## src/rtl/button_press_conditioner.sv

```systemverilog
// rtl/button_press_conditioner.sv - button synchroniser, debouncer and press/long/repeat pulse generator
// Produces clk-domain single-cycle events and a merged step enable for the LED counter.
module button_press_conditioner #(
  parameter int SYNC_STAGES       = 2,
  parameter int DEBOUNCE_CYCLES   = 50000,
  parameter int LONG_PRESS_CYCLES = 25000000,
  parameter int REPEAT_CYCLES     = 5000000,
  parameter bit ACTIVE_LOW_BUTTON = 1'b0
) (
  input  logic clk,
  input  logic rst,
  input  logic button,
  output logic level,
  output logic press_pulse,
  output logic release_pulse,
  output logic long_press,
  output logic repeat_pulse,
  output logic step
);

  localparam int DB_W   = (DEBOUNCE_CYCLES > 1) ? $clog2(DEBOUNCE_CYCLES) : 1;
  localparam int HOLD_W = (LONG_PRESS_CYCLES > 1) ? $clog2(LONG_PRESS_CYCLES) : 1;
  localparam int REP_W  = (REPEAT_CYCLES > 1) ? $clog2(REPEAT_CYCLES) : 1;

  localparam logic [DB_W-1:0]   DB_MAX   = DB_W'(DEBOUNCE_CYCLES - 1);
  localparam logic [HOLD_W-1:0] HOLD_MAX = HOLD_W'((LONG_PRESS_CYCLES > 0) ? LONG_PRESS_CYCLES - 1 : 0);
  localparam logic [REP_W-1:0]  REP_MAX  = REP_W'(REPEAT_CYCLES - 1);
  localparam bit                LONG_EN  = (LONG_PRESS_CYCLES != 0);

  typedef enum logic [2:0] {
    IDLE,
    DB_PRESS,
    HELD,
    REPEAT,
    DB_RELEASE
  } state_t;

  state_t              state_q, state_d;
  logic [SYNC_STAGES-1:0] sync_q;
  logic [DB_W-1:0]     db_cnt_q, db_cnt_d;
  logic [HOLD_W-1:0]   hold_cnt_q, hold_cnt_d;
  logic [REP_W-1:0]    rep_cnt_q, rep_cnt_d;
  logic                rep_flag_q, rep_flag_d;
  logic                level_q, level_d;
  logic                press_q, press_d;
  logic                release_q, release_d;
  logic                long_q, long_d;
  logic                repeat_q, repeat_d;
  logic                step_q;
  logic                s_in;

  // Polarity is normalised before the first flop so s_in = 1 always means pressed.
  always_ff @(posedge clk or negedge rst) begin
    if (!rst) begin
      sync_q <= '0;
    end else begin
      sync_q <= {sync_q[SYNC_STAGES-2:0], button ^ ACTIVE_LOW_BUTTON};
    end
  end

  assign s_in = sync_q[SYNC_STAGES-1];

  always_ff @(posedge clk or negedge rst) begin
    if (!rst) begin
      state_q    <= IDLE;
      db_cnt_q   <= '0;
      hold_cnt_q <= '0;
      rep_cnt_q  <= '0;
      rep_flag_q <= 1'b0;
      level_q    <= 1'b0;
      press_q    <= 1'b0;
      release_q  <= 1'b0;
      long_q     <= 1'b0;
      repeat_q   <= 1'b0;
      step_q     <= 1'b0;
    end else begin
      state_q    <= state_d;
      db_cnt_q   <= db_cnt_d;
      hold_cnt_q <= hold_cnt_d;
      rep_cnt_q  <= rep_cnt_d;
      rep_flag_q <= rep_flag_d;
      level_q    <= level_d;
      press_q    <= press_d;
      release_q  <= release_d;
      long_q     <= long_d;
      repeat_q   <= repeat_d;
      step_q     <= press_d | long_d | repeat_d;
    end
  end

  always_comb begin
    state_d    = state_q;
    db_cnt_d   = db_cnt_q;
    hold_cnt_d = hold_cnt_q;
    rep_cnt_d  = rep_cnt_q;
    rep_flag_d = rep_flag_q;
    level_d    = level_q;
    press_d    = 1'b0;
    release_d  = 1'b0;
    long_d     = 1'b0;
    repeat_d   = 1'b0;

    case (state_q)
      IDLE: begin
        level_d = 1'b0;
        if (s_in) state_d = DB_PRESS;
      end
      DB_PRESS: begin
        if (!s_in) begin
          state_d = IDLE;
        end else if (db_cnt_q == DB_MAX) begin
          state_d = HELD;
          level_d = 1'b1;
          press_d = 1'b1;
        end else begin
          db_cnt_d = db_cnt_q + DB_W'(1);
        end
      end
      HELD: begin
        if (!s_in) begin
          state_d = DB_RELEASE;
        end else if (LONG_EN && hold_cnt_q == HOLD_MAX) begin
          state_d    = REPEAT;
          long_d     = 1'b1;
          rep_flag_d = 1'b1;
        end else if (LONG_EN) begin
          hold_cnt_d = hold_cnt_q + HOLD_W'(1);
        end
      end
      REPEAT: begin
        if (!s_in) begin
          state_d = DB_RELEASE;
        end else if (rep_cnt_q == REP_MAX) begin
          repeat_d  = 1'b1;
          rep_cnt_d = '0;
        end else begin
          rep_cnt_d = rep_cnt_q + REP_W'(1);
        end
      end
      DB_RELEASE: begin
        level_d = 1'b1;
        if (s_in) begin
          state_d = rep_flag_q ? REPEAT : HELD;
        end else if (db_cnt_q == DB_MAX) begin
          state_d    = IDLE;
          level_d    = 1'b0;
          release_d  = 1'b1;
          rep_flag_d = 1'b0;
        end else begin
          db_cnt_d = db_cnt_q + DB_W'(1);
        end
      end
      default: state_d = IDLE;
    endcase

    // Every timer restarts from zero on entry to a new state.
    if (state_d != state_q) begin
      db_cnt_d   = '0;
      hold_cnt_d = '0;
      rep_cnt_d  = '0;
    end
  end

  assign level         = level_q;
  assign press_pulse   = press_q;
  assign release_pulse = release_q;
  assign long_press    = long_q;
  assign repeat_pulse  = repeat_q;
  assign step          = step_q;

endmodule

```

## config.mk

```make
export PLATFORM = sky130hd
export DESIGN_NAME = button_press_conditioner
export DESIGN_NICKNAME = d
export VERILOG_FILES = /design/src/rtl/button_press_conditioner.sv
export SDC_FILE = /design/constraint.sdc
export NUM_CORES = 1
export LEC_CHECK = 0
export CAP_MARGIN = 20
export CORE_ASPECT_RATIO = 1.1
export CORE_MARGIN = 8
export CORE_UTILIZATION = 56
export DETAILED_ROUTE_END_ITERATION = 10
export GPL_TIMING_DRIVEN = 0
export PLACE_DENSITY = 0.76
export SLEW_MARGIN = 30
export SYNTH_ARGS = -nofsm -noshare
export SYNTH_HDL_FRONTEND = slang
export SYNTH_SLANG_ARGS = --single-unit
```

## constraint.sdc

```tcl
create_clock -name clk -period 2.4 [get_ports clk]
set_clock_uncertainty 0.05 [all_clocks]
set_input_delay 0.48 -clock clk [delete_from_list [all_inputs] [get_ports clk]]
set_output_delay 0.48 -clock clk [all_outputs]
set_load 0.01 [all_outputs]
```

==> impl_metrics.py, run 1 <==
metrics = {
    "clock_network": {
        "cts_sinks": 76,
        "cts_tree": "done",
        "clk_latency_ps": 360,
        "cts_max_level": 3,
        "clk_pin_slew_ps": 80,
        "clk_path_buf_depth": 2,
        "root_buffer": "clkbuf_8",
        "cts_buffers": 9,
    },
    "setup_path": {
        "worstPathArrival_ps": 2730,
        "r2r_cells": 7,
        "r2r_end": "hold_cnt_q[4]",
        "crit_cells": 7,
        "r2r_slack_ps": -140,
        "worstSetupEndpointType": "register",
        "cp-start-kind": "register",
        "path_buf_inv": 2,
        "required_ps": 2590,
        "critPathSlowestCell": "or4_4",
        "cp_max_fo": 10,
        "crit_chain": "or4b_4 -> or4_4 -> o2111a_2 -> o21ai_4 -> buf_12 -> buf_8 -> a21oi_1",
        "critical_path_class": "register to register",
        "r2r_start": "db_cnt_q[7]",
        "crit_family": "simple AND/OR/NAND/NOR gates",
        "cpPeakStageDelay_ps": 570,
    },
    "outcome": {
        "status": "finished, violations left",
        "violations": "negative setup slack",
    },
    "synth": {
        "syn_area_per_cell_sq_um": 9.55,
        "synth-edff-count": 0,
        "synth_nets": 430,
        "yosys_warnings": 0,
        "ys_async_sr_fraction": 1.00,
        "ys_ff_latch": 76,
        "seq_area_frac_synth": 0.470,
        "yosysUniqueCellTypes": 44,
        "syn_area_sq_mm": 0.00405,
        "netlist_instances": 424,
        "ys.flop_type": "dfrtp_1",
    },
    "run": {
        "maxCapViolations": 0,
    },
    "hold_path": {
        "hold_end": "sync_q[1]",
        "hp-start": "sync_q[0]",
        "hold_depth": 0,
        "worstHoldPathType": "register to register",
    },
    "cells_and_area": {
        "final_common_cell": "dfrtp_1",
        "area_growth_pct": 24.5,
        "final_cell_mix": "dfrtp_1 (76), xor2_1 (49), a21oi_2 (40), nand4_1 (35), nand2_1 (25)",
        "drive_above_1_share": 0.249,
        "layout.cells.non_filler": 558,
        "nNetsFinal": 474,
        "utilization": 0.719,
        "diodes": 0,
    },
    "global_route": {
        "grt_pass1_wl_microns": 16900,
        "antenna_found_initial": 0,
        "grt_max_degree": 52,
        "grt_pass1_vias": 3506,
        "grt.total_usage": 0.198,
        "overflow": 0,
    },
    "route": {
        "drt_wl_total_microns": 10100,
        "ant_nets": 0,
        "via_count": 3566,
        "drc": 0,
        "wl_met3_microns": 489,
        "wl_met1_microns": 4340,
        "wl_met2_microns": 5050,
        "first_pass_iters": 5,
        "top_layer_used": "met4",
        "vias_per_cell": 6.39,
        "wl_per_cell_microns": 18.1,
        "drt-initial-drc-count": 221,
    },
    "timing": {
        "period_minus_slack_ps": 2540,
        "fmax_mhz": 393,
        "hold_viol": 0,
        "rsz0062_at_grt": "true",
        "slew_violations": 0,
        "finalSetupViolCount": 64,
        "final.setup.worst_slack_ps": -144,
        "tightest_slew_ps": 547,
        "max_slew_margin": 0.632,
        "whs_ps": 308,
        "fin_crit_sh": 1.06,
        "setup_tns_ps": -7380,
    },
    "pwr": {
        "power_density_mw_per_mm2": 480,
        "ir_drop_mv": 0.363,
        "power_mw": 2.42,
        "p_leak_nw": 2.02,
    },
    "die": {
        "dieHeight_microns": 105,
        "rows": 32,
        "ioPinCount": 9,
        "start_util": 0.578,
        "die-area_sq_mm": 0.0102,
        "fp.dieW_microns": 97.1,
        "coreArea_sq_mm": 0.00701,
    },
    "place": {
        "place_congestion": 0.871,
        "placed_cells": 518,
        "hpwlAfterDp_microns": 6150,
        "port_buffers": 8,
    },
}
-- metrics by stage --
step                worst slack (ps)  instance area, sq um
floorplan                       3.24                  4080
global placement               -1740                  4270
detailed placement              -632                  4290
CTS                             -115                  4900
global route                    -232                  5040
finish                          -144                  5040
-- where the power goes --
part | internal (mW) | switching (mW)
combinational | 0.0644 | 0.104
sequential | 1.28 | 0.00354
clock | 0.474 | 0.490
total | 1.82 | 0.597
-- cells in the mapped netlist (2+ instances only) --
cell | n | area [sq um]
nand3_1 | 20 | 100
inv_1 | 9 | 33.8
nor4_1 | 6 | 37.5
mux2i_1 | 2 | 20.0
or4_1 | 3 | 22.5
nand4_1 | 35 | 219
ha_1 | 3 | 37.5
nor3_1 | 10 | 50.1
buf_2 | 13 | 65.1
and4_1 | 4 | 35.0
xnor2_1 | 6 | 52.6
o211ai_1 | 8 | 60.1
a21oi_1 | 61 | 305
o2111ai_1 | 2 | 17.5
nand3b_1 | 3 | 22.5
or3_1 | 4 | 25.0
clkbuf_1 | 11 | 41.3
or4b_1 | 2 | 20.0
o31ai_1 | 2 | 15.0
nand2b_1 | 3 | 18.8
nor2_1 | 18 | 67.6
dfrtp_1 | 76 | 1900
and2_1 | 4 | 25.0
o21ai_0 | 8 | 40.0
and3_1 | 11 | 68.8
nand4b_1 | 3 | 26.3
a22oi_1 | 8 | 60.1
xor2_1 | 49 | 429
nand2_1 | 25 | 93.8
-- final cells by class --
class / instances / area (sq um)
multi-input cells: 315 / 2270
flip-flops and latches: 76 / 1900
well taps: 85 / 106
fillers: 477 / 1970
inverters: 9 / 33.8
clock buffers: 9 / 124
plain buffers: 24 / 190
repair buffers: 33 / 349
clock inverters: 7 / 67.6
-- kinds of logic after synthesis --
kind of cell	synth area share
AOI/OAI and AO/OA	0.133
xor gates and xnor gates	0.119
adders and majority gates	0.00927
buffers and inverters	0.0346
DFF	0.470
muxes	0.00494
and+or+nand+nor	0.230
-- sequential cells by signal, summed over array words and instances, names as in the netlist --
register	count
release_pulse	1
hold_cnt_q	25
state_q	3
rep_flag_q	1
level	1
db_cnt_q	16
repeat_pulse	1
step	1
rep_cnt_q	23
long_press	1
sync_q	2
press_pulse	1
-- per-layer routing --
metal	up-vias	GRT usage
met5	-	0
met4	0	0.0814
met3	29	0.0356
met2	135	0.332
met1	1765	0.245
li1	1637	-
-- worst max path at each step --
| stage | from | to | slack (ps) |
|---|---|---|---|
| 6_report | db_cnt_q[7] | hold_cnt_q[4] | -140 |
| 5_1_grt | db_cnt_q[7] | rep_cnt_q[11] | -230 |
| 4_1_cts | db_cnt_q[13] | rep_cnt_q[20] | -110 |
| 3_5_place_dp | hold_cnt_q[0] | hold_cnt_q[1] | -630 |
| 3_3_place_gp | rst | hold_cnt_q[15] | -1740 |
| 2_1_floorplan | db_cnt_q[4] | rep_cnt_q[20] | 3 |
-- timing repair --
action                                  in CTS  in global routing
buffers inserted                            16                  4
hold endpoints to repair                    25                  0
endpoints found under the setup margin      67                 67
hold buffers                                 1                  0
resized for setup                           59                 34
pin swaps                                   31                 13
cloned                                       4                  1
Power figures use the tool's default switching activity.
==> run 2, diff against run 1 <==
Settings changed: CORE_MARGIN 8 to not set, CTS_CLUSTER_DIAMETER set to 100, CTS_CLUSTER_SIZE set to 12.
==> impl_metrics.py, run 2 (same netlist as run 1, synthesis figures left out) <==
metrics = {
    "outcome": {
        "status": "finished, violations left",
        "violations": "negative setup slack",
    },
    "cells_and_area": {
        "drive_above_1_share": 0.256,
        "largest_register": "hold_cnt_q",
        "largest_registers": "hold_cnt_q: 25 flops, rep_cnt_q: 23 flops, db_cnt_q: 16 flops",
        "final_common_cell": "dfrtp_1",
        "layout.cells.non_filler": 554,
        "final_cell_area_sq_mm": 0.00508,
        "final_cell_mix": "dfrtp_1 (75), xor2_1 (49), a21oi_2 (48), nand4_1 (35), nand2_1 (25)",
        "utilization": 0.725,
        "diodes": 0,
        "fillers": 460,
        "area_growth_pct": 25.5,
        "largest_register_ffs": 25,
        "nNetsFinal": 472,
    },
    "route": {
        "drt_wl_total_microns": 10100,
        "via_count": 3557,
        "ant_nets": 0,
        "top_layer_used": "met4",
        "vias_per_cell": 6.42,
        "wl_met3_microns": 508,
        "wl_met1_microns": 4270,
        "first_pass_iters": 6,
        "wl_per_cell_microns": 18.2,
        "drc": 0,
        "drt-initial-drc-count": 303,
        "wl_met2_microns": 5110,
    },
    "timing": {
        "period_minus_slack_ps": 2580,
        "finalSetupViolCount": 64,
        "rsz0062_at_grt": "true",
        "tightest_slew_ps": 576,
        "fin_crit_sh": 1.08,
        "final.setup.worst_slack_ps": -183,
        "slew_violations": 0,
        "fmax_mhz": 387,
        "hold_viol": 0,
        "max_slew_margin": 0.613,
    },
    "setup_path": {
        "cp-startpoint": "db_cnt_q[7]",
        "crit_family": "simple AND/OR/NAND/NOR gates",
        "worstSetupEndpointType": "register",
        "cpPeakStageDelay_ps": 570,
        "crit_chain": "or4b_4 -> or4_4 -> o2111a_2 -> o211ai_1 -> buf_4 -> buf_6 -> a22oi_1",
        "critical_path_class": "register to register",
        "r2r_slack_ps": -180,
        "cp-start-kind": "register",
        "setup.worst_path.end": "rep_cnt_q[20]",
        "r2r_start": "db_cnt_q[7]",
        "path_buf_inv": 2,
        "critPathSlowestCell": "or4_4",
        "worstPathArrival_ps": 2770,
        "required_ps": 2590,
        "crit_cells": 7,
        "cp_max_fo": 5,
        "r2r_cells": 7,
        "r2r_end": "rep_cnt_q[20]",
    },
    "run": {
        "maxCapViolations": 0,
    },
    "place": {
        "place_congestion": 0.867,
        "placed_cells": 518,
        "hpwlAfterDp_microns": 5960,
        "place_area_sq_mm": 0.00429,
        "post-place-ws_ps": -579,
        "port_buffers": 8,
    },
    "pwr": {
        "p_leak_nw": 2.03,
        "ir_drop_mv": 0.386,
        "power_density_mw_per_mm2": 473,
    },
    "die": {
        "start_util": 0.578,
        "dieHeight_microns": 91.2,
        "coreArea_sq_mm": 0.00701,
        "fp.dieW_microns": 83.1,
        "die-area_sq_mm": 0.00758,
        "ioPinCount": 9,
        "rows": 32,
    },
    "global_route": {
        "grt_pass1_wl_microns": 16600,
        "overflow": 0,
        "antenna_found_initial": 0,
        "grt_pass1_vias": 3415,
        "grt.total_usage": 0.272,
        "grt_max_degree": 52,
    },
    "hold_path": {
        "worstHoldPathType": "register to register",
        "hold_depth": 0,
    },
    "clock_network": {
        "cts_max_level": 3,
        "clk_path_buf_depth": 2,
        "clk_latency_ps": 360,
        "cts_tree": "done",
        "clk_pin_slew_ps": 80,
        "cts_sinks": 76,
        "cts_buffers": 9,
        "root_buffer": "clkbuf_8",
    },
}
[run 2: cell types whose count changed in the layout (fill, tap and decap cells not counted), sizes merged]
cell      before  now
buf           39   36
clkbuf        19   20
clkinv         3    2
clkinvlp       3    2
[run 2: metal layers]
layer / up-vias / GRT usage
met2: 127 / 0.459
met3: 24 / 0.0464
met5: - / 0
met4: 0 / 0.103
li1: 1632 / -
met1: 1774 / 0.351
[run 2: power by group]
group / total, mW / switching [mW] / leakage [nW] / internal (mW)
combinational: 0.181 / 0.109 / 0.888 / 0.0719
sequential: 1.29 / 0.00341 / 1.05 / 1.28
clock: 0.935 / 0.470 / 0.0870 / 0.465
[run 2: repair_timing]
| item | 4_1_cts | 5_1_grt |
|---|---|---|
| setup endpoints to repair | 68 | 67 |
| setup buffers | 11 | 4 |
| hold buffers | 1 | 0 |
| resized for setup | 54 | 47 |
| endpoints found under the hold margin | 25 | 0 |
| pin swaps | 32 | 16 |
| gates cloned | 5 | 2 |
[run 2: cell type report]
class,count,area [sq um],share of cell area
Clock inverter,5,55.1,0.0108
Buffer,23,193,0.0379
Multi-Input combinational cell,315,2280,0.449
Sequential cell,76,1900,0.375
Timing Repair Buffer,32,383,0.0754
Clock buffer,9,124,0.0244
Tap cell,85,106,0.0209
Inverter,9,33.8,0.00665
[run 2: worst register-to-register path: stages, from the launching register on]
cell,delay [ps]
dfrtp_1,390
or4b_4,540
or4_4,570
o2111a_2,310
o211ai_1,180
buf_4,190
buf_6,140
a22oi_1,90
[run 2: worst min path at each step]
stage                         start     endpoint  slack, ps
final                     sync_q[0]    sync_q[1]        300
after global placement    sync_q[0]    sync_q[1]        300
after global routing      sync_q[0]    sync_q[1]        320
after CTS                 sync_q[0]    sync_q[1]        310
after floorplan                 rst  db_cnt_q[0]        130
after detailed placement  sync_q[0]    sync_q[1]        290
[run 2: metrics by stage]
step	power [mW]	TNS, ps	hold slack (ps)
after floorplan	1.37	0	134
after global placement	1.41	-165970	296
after detailed placement	1.42	-34050	290
after CTS	2.38	-6410	307
after global routing	2.48	-12450	321
final	2.40	-8890	303
